==> src/rtl/aes_pkg.sv <==
// Shared AES MixColumns types, GF(2^8) helpers and FSM encoding.
// Also holds the column extract/insert helpers used by the iterative engine.
package aes_pkg;

    localparam logic [7:0] AES_RED_POLY = 8'h1b;

    typedef logic [127:0] aes_state_t;
    typedef logic [31:0]  aes_col_t;

    typedef enum logic [1:0] {
        IDLE = 2'd0,
        BUSY = 2'd1,
        DONE = 2'd2
    } aes_fsm_t;

    function automatic logic [7:0] xtime(input logic [7:0] a);
        return {a[6:0], 1'b0} ^ (a[7] ? AES_RED_POLY : 8'h00);
    endfunction

    // Column c occupies bits [127-32c -: 32]; column 0 is the most significant word.
    function automatic aes_col_t col_get(input aes_state_t s, input logic [1:0] c);
        aes_col_t v;
        case (c)
            2'd0:    v = s[127:96];
            2'd1:    v = s[95:64];
            2'd2:    v = s[63:32];
            default: v = s[31:0];
        endcase
        return v;
    endfunction

    function automatic aes_state_t col_put(input aes_state_t s, input logic [1:0] c,
                                          input aes_col_t v);
        aes_state_t r;
        r = s;
        case (c)
            2'd0:    r[127:96] = v;
            2'd1:    r[95:64]  = v;
            2'd2:    r[63:32]  = v;
            default: r[31:0]   = v;
        endcase
        return r;
    endfunction

endpackage

==> src/rtl/aes_mix_column.sv <==
// Forward MixColumns on a single 32-bit column (row 0 in the top byte).
// Purely combinational; only xtime and XOR are needed for the {1,2,3} coefficients.
module aes_mix_column
    import aes_pkg::*;
(
    input  aes_col_t i_col,
    output aes_col_t o_col
);

    logic [7:0] w_s0, w_s1, w_s2, w_s3;
    logic [7:0] w_x0, w_x1, w_x2, w_x3;

    assign w_s0 = i_col[31:24];
    assign w_s1 = i_col[23:16];
    assign w_s2 = i_col[15:8];
    assign w_s3 = i_col[7:0];

    assign w_x0 = xtime(w_s0);
    assign w_x1 = xtime(w_s1);
    assign w_x2 = xtime(w_s2);
    assign w_x3 = xtime(w_s3);

    // 3a is expressed as xtime(a) ^ a.
    assign o_col[31:24] = w_x0 ^ (w_x1 ^ w_s1) ^ w_s2 ^ w_s3;
    assign o_col[23:16] = w_s0 ^ w_x1 ^ (w_x2 ^ w_s2) ^ w_s3;
    assign o_col[15:8]  = w_s0 ^ w_s1 ^ w_x2 ^ (w_x3 ^ w_s3);
    assign o_col[7:0]   = (w_x0 ^ w_s0) ^ w_s1 ^ w_s2 ^ w_x3;

endmodule

==> src/rtl/aes_mix_columns_seq.sv <==
// Iterative forward MixColumns: accept a state, mix COLS_PER_CYCLE columns per
// BUSY cycle in place, then hold the result until the consumer takes it.
module aes_mix_columns_seq
    import aes_pkg::*;
#(
    parameter int COLS_PER_CYCLE = 1
) (
    input  logic         clk,
    input  logic         rst,
    input  logic         in_valid,
    output logic         in_ready,
    input  logic [127:0] in_data,
    output logic         out_valid,
    input  logic         out_ready,
    output logic [127:0] out_data,
    output logic         busy
);

    generate
        if (COLS_PER_CYCLE != 1 && COLS_PER_CYCLE != 2 && COLS_PER_CYCLE != 4) begin : g_bad_cols
            $error("aes_mix_columns_seq: COLS_PER_CYCLE must be 1, 2 or 4");
        end
    endgenerate

    aes_fsm_t   r_fsm;
    aes_state_t r_state;
    logic [1:0] r_col;

    aes_col_t   w_col_in  [COLS_PER_CYCLE];
    aes_col_t   w_col_out [COLS_PER_CYCLE];
    logic [1:0] w_idx     [COLS_PER_CYCLE];
    aes_state_t w_state_mixed;
    logic [2:0] w_col_sum;
    logic       w_last;

    genvar k;
    generate
        for (k = 0; k < COLS_PER_CYCLE; k++) begin : g_lane
            assign w_idx[k]    = r_col + 2'(k);
            assign w_col_in[k] = col_get(r_state, w_idx[k]);
            aes_mix_column u_mix (
                .i_col (w_col_in[k]),
                .o_col (w_col_out[k])
            );
        end
    endgenerate

    always_comb begin
        w_state_mixed = r_state;
        for (int j = 0; j < COLS_PER_CYCLE; j++) begin
            w_state_mixed = col_put(w_state_mixed, w_idx[j], w_col_out[j]);
        end
    end

    // Carry out of the 2-bit column counter marks the final BUSY cycle.
    assign w_col_sum = {1'b0, r_col} + 3'(COLS_PER_CYCLE);
    assign w_last    = w_col_sum[2];

    always_ff @(posedge clk) begin
        if (rst) begin
            r_fsm   <= IDLE;
            r_state <= '0;
            r_col   <= 2'd0;
        end else begin
            case (r_fsm)
                IDLE: begin
                    if (in_valid) begin
                        r_state <= in_data;
                        r_col   <= 2'd0;
                        r_fsm   <= BUSY;
                    end
                end
                BUSY: begin
                    r_state <= w_state_mixed;
                    r_col   <= w_col_sum[1:0];
                    if (w_last) r_fsm <= DONE;
                end
                DONE: begin
                    if (out_ready) r_fsm <= IDLE;
                end
                default: r_fsm <= IDLE;
            endcase
        end
    end

    assign in_ready  = (r_fsm == IDLE);
    assign out_valid = (r_fsm == DONE);
    assign busy      = (r_fsm == BUSY) || (r_fsm == DONE);
    assign out_data  = r_state;

endmodule
==> config.mk <==
export PLATFORM = sky130hd
export DESIGN_NAME = aes_mix_columns_seq
export DESIGN_NICKNAME = d
export VERILOG_FILES = /design/src/rtl/aes_pkg.sv /design/src/rtl/aes_mix_column.sv /design/src/rtl/aes_mix_columns_seq.sv
export SDC_FILE = /design/constraint.sdc
export NUM_CORES = 1
export LEC_CHECK = 0
export ABC_AREA = 1
export ABC_CLOCK_PERIOD_IN_PS = 6600
export BUFFER_PORTS_ARGS = -buffer_cell sky130_fd_sc_hd__buf_2
export CAP_MARGIN = 15
export CORE_ASPECT_RATIO = 1.4
export CORE_MARGIN = 2
export CORE_UTILIZATION = 57
export CTS_CLUSTER_SIZE = 24
export DETAILED_ROUTE_END_ITERATION = 16
export PLACE_DENSITY = 0.88
export SLEW_MARGIN = 20
export SYNTH_ARGS = -nofsm -noshare
export SYNTH_HDL_FRONTEND = slang
export SYNTH_SLANG_ARGS = --single-unit
export TNS_END_PERCENT = 100
==> constraint.sdc <==
create_clock -name clk -period 6.6 [get_ports clk]
set_clock_uncertainty 0.2 [all_clocks]
set_input_delay 1.32 -clock clk [delete_from_list [all_inputs] [get_ports clk]]
set_output_delay 1.32 -clock clk [all_outputs]
set_load 0.02 [all_outputs]
==> metrics.txt <==
status finished, final reports clean; top cells by count, synth 520 x nand2_1, 266 x a21oi_1, 132 x dfxtp_1; Synthesized Nets 1536; Yosys warning total 0; post-route core utilization 0.720; WP buf/inv 2; die area 16000 um2; H-tree depth 4; P_leak 5.45 nW; synthesized cell area 8540 um2; async set or reset register ratio after synthesis 0; Crit path arrival time 3.64 ns; Post-synth EDFFs 0; count of final hold-check violations 0; clk buf depth 2; CTS tree done; fin nets 1753; Max-Cap Viols 0; CTS buffer count 17; Die Wd 107 um; Starting Density 0.586; CP top delay family simple AND/OR/NAND/NOR gates; most common cell in the netlist nand2_1; Syn Area/Cell 6.12 um2; CP max stage delay 0.60 ns; Worst setup EP type flop; Remaining DRCs 0; Post-CTS Setup Bufs 0; clk sinks 132; P&R area growth vs syn 22.8%; top_reg_cell synth dfxtp_1; PD cells 653 nW/um2; first-pass GRT wire length 51900 um; Post-Place Setup Slack 2.93 ns; initial antenna violation count 0; crit path time final 3.47 ns; clk_lat worst skew 0.44 ns; Critical Path Most Common Cell nand2_1; Diodes inserted 0; Row Count 52; CP cell instances inv_1 -> ha_1 -> buf_4 -> nand2_1 -> nand2_1 -> nor2_1 -> nor2_2 -> nand2_1 -> nand2_1 -> nand2_1 -> nand3_1 -> nand3_1 -> a21oi_1; Fmax achieved 288 MHz; max-slew violations 0; Routed Antenna Nets 0; total gr overflow 0; Cells after Synth 1396; I/O pins 263; final setup vio count 0; Finished Layout Cells 1815; WL per Instance 18.6 um; CTS root buffer clkbuf_16; GRT Total Usage 0.413; worst-path maximum fanout 21; Inst Count DP 1783; core box area 14600 um2; unrepaired setup endpoints after global routing false; Worst EP required 6.77 ns; pin count of the biggest net entering global routing 106; Peak VDD IR 908 uV; Worst Setup Start Kind flop; via count 11100; share of cells above drive strength 1 0.228; clk slew on worst S/H paths 0.06 ns; Die Ht 149 um; Final Worst Setup Slack 3.13 ns; post-synth top area cell dfxtp_1; top-area cell type share of the netlist area 0.309; Seq/Total Area, Yosys 0.309; global placement routability congestion 0.996; Final Cycle Share 0.525; vias in the first global route 10100; Critical-path top delay cell ha_1; 1st-pass router iterations 10; first-iteration detailed-routing DRC count 1190; WS Path Type reg -> reg; worst-margin pin slew 1.21 ns; flops & latches, synth 132; routed wire length 33700 um; distinct cell type count after synthesis 29; hold_buf cts 0; Post-DP HPWL 23500 um; Via density 6.13; largest cells by area after synthesis dfxtp_1 31%, nand2_1 23%, a21oi_1 16%; setup TNS 0 ns; Slew HR 0.195; Post-CTS Resized 0; Hold Crit Class reg -> reg; port bufs 262
[metrics by stage]
step	hold WS [ns]	total power, mW	cell area [um2]
after CTS	0.325	6.69	10500
after global placement	0.303	5.49	9830
final	0.332	6.85	10500
after floorplan	0.278	4.33	8540
after detailed placement	0.317	5.59	9830
after global routing	0.360	7.30	10500
[registers in the layout, indices dropped and copies added (netlist names)]
signal	cells
r_col	2
out_data	128
r_fsm	2
[metal layers]
metal | global-route usage | wire [um] | vias to the layer above
met3 | 0.0786 | 3630 | 191
met5 | 0 | 0 | -
met4 | 0.212 | 1980 | 0
li1 | - | - | 5070
met1 | 0.497 | 12000 | 5038
met2 | 0.697 | 16100 | 819
[logic make-up after synthesis]
| logic type | count (synthesis) | synth area share |
|---|---|---|
| and+or+nand+nor | 698 | 0.342 |
| AOI/OAI and AO/OA | 433 | 0.270 |
| DFF | 132 | 0.309 |
| buffers and inverters | 119 | 0.0610 |
| adders and majority gates | 8 | 0.0117 |
| xor gates and xnor gates | 6 | 0.00615 |
[area by class of cell]
| class | count | area (um2) |
|---|---|---|
| Multi-Input combinational cell | 1145 | 5390 |
| Fill cell | 1273 | 4090 |
| Sequential cell | 132 | 2640 |
| Timing Repair Buffer | 272 | 1390 |
| Clock buffer | 18 | 439 |
| Tap cell | 189 | 236 |
| Clock inverter | 14 | 220 |
| Inverter | 45 | 174 |
[power by group]
part	internal, mW	leakage, nW	switching, mW
sequential	1.10	1.10	0.247
clock	0.685	0.322	0.399
combinational	1.23	4.03	3.18
total	3.02	5.45	3.83
[worst min-delay path, cell delays in order (launching register included)]
cell	delay (ns)
dfxtp_1	0.32
inv_1	0.10
a21oi_1	0.07
[final timing paths]
path,from,endpoint,slack (ns),cells past startpoint
worst max-delay path,r_col[0],out_data[111],3.13,13
worst min-delay path,r_fsm[0],r_fsm[0],0.33,2
worst min register to register,r_fsm[0],r_fsm[0],0.33,2
worst max register to register,r_col[0],out_data[111],3.13,13
[cell usage in the layout (no fill, tap or decap), types with 6 or more instances in the layout]
cell | Yosys | routed
nand2_1 | 520 | 520
o21ai_0 | 131 | 131
clkbuf_16 | 0 | 17
ha_1 | 8 | 7
dfxtp_1 | 132 | 132
o21ai_2 | 4 | 7
o21bai_1 | 16 | 16
nand3_1 | 57 | 57
nand2_2 | 6 | 6
inv_1 | 44 | 40
nand3_2 | 19 | 19
nor2_1 | 75 | 75
o21bai_2 | 6 | 6
buf_4 | 2 | 10
a21oi_1 | 266 | 266
nor2_2 | 10 | 10
buf_2 | 14 | 262
nor2_4 | 8 | 8
xnor2_1 | 6 | 6
Power figures use the tool's default switching activity.
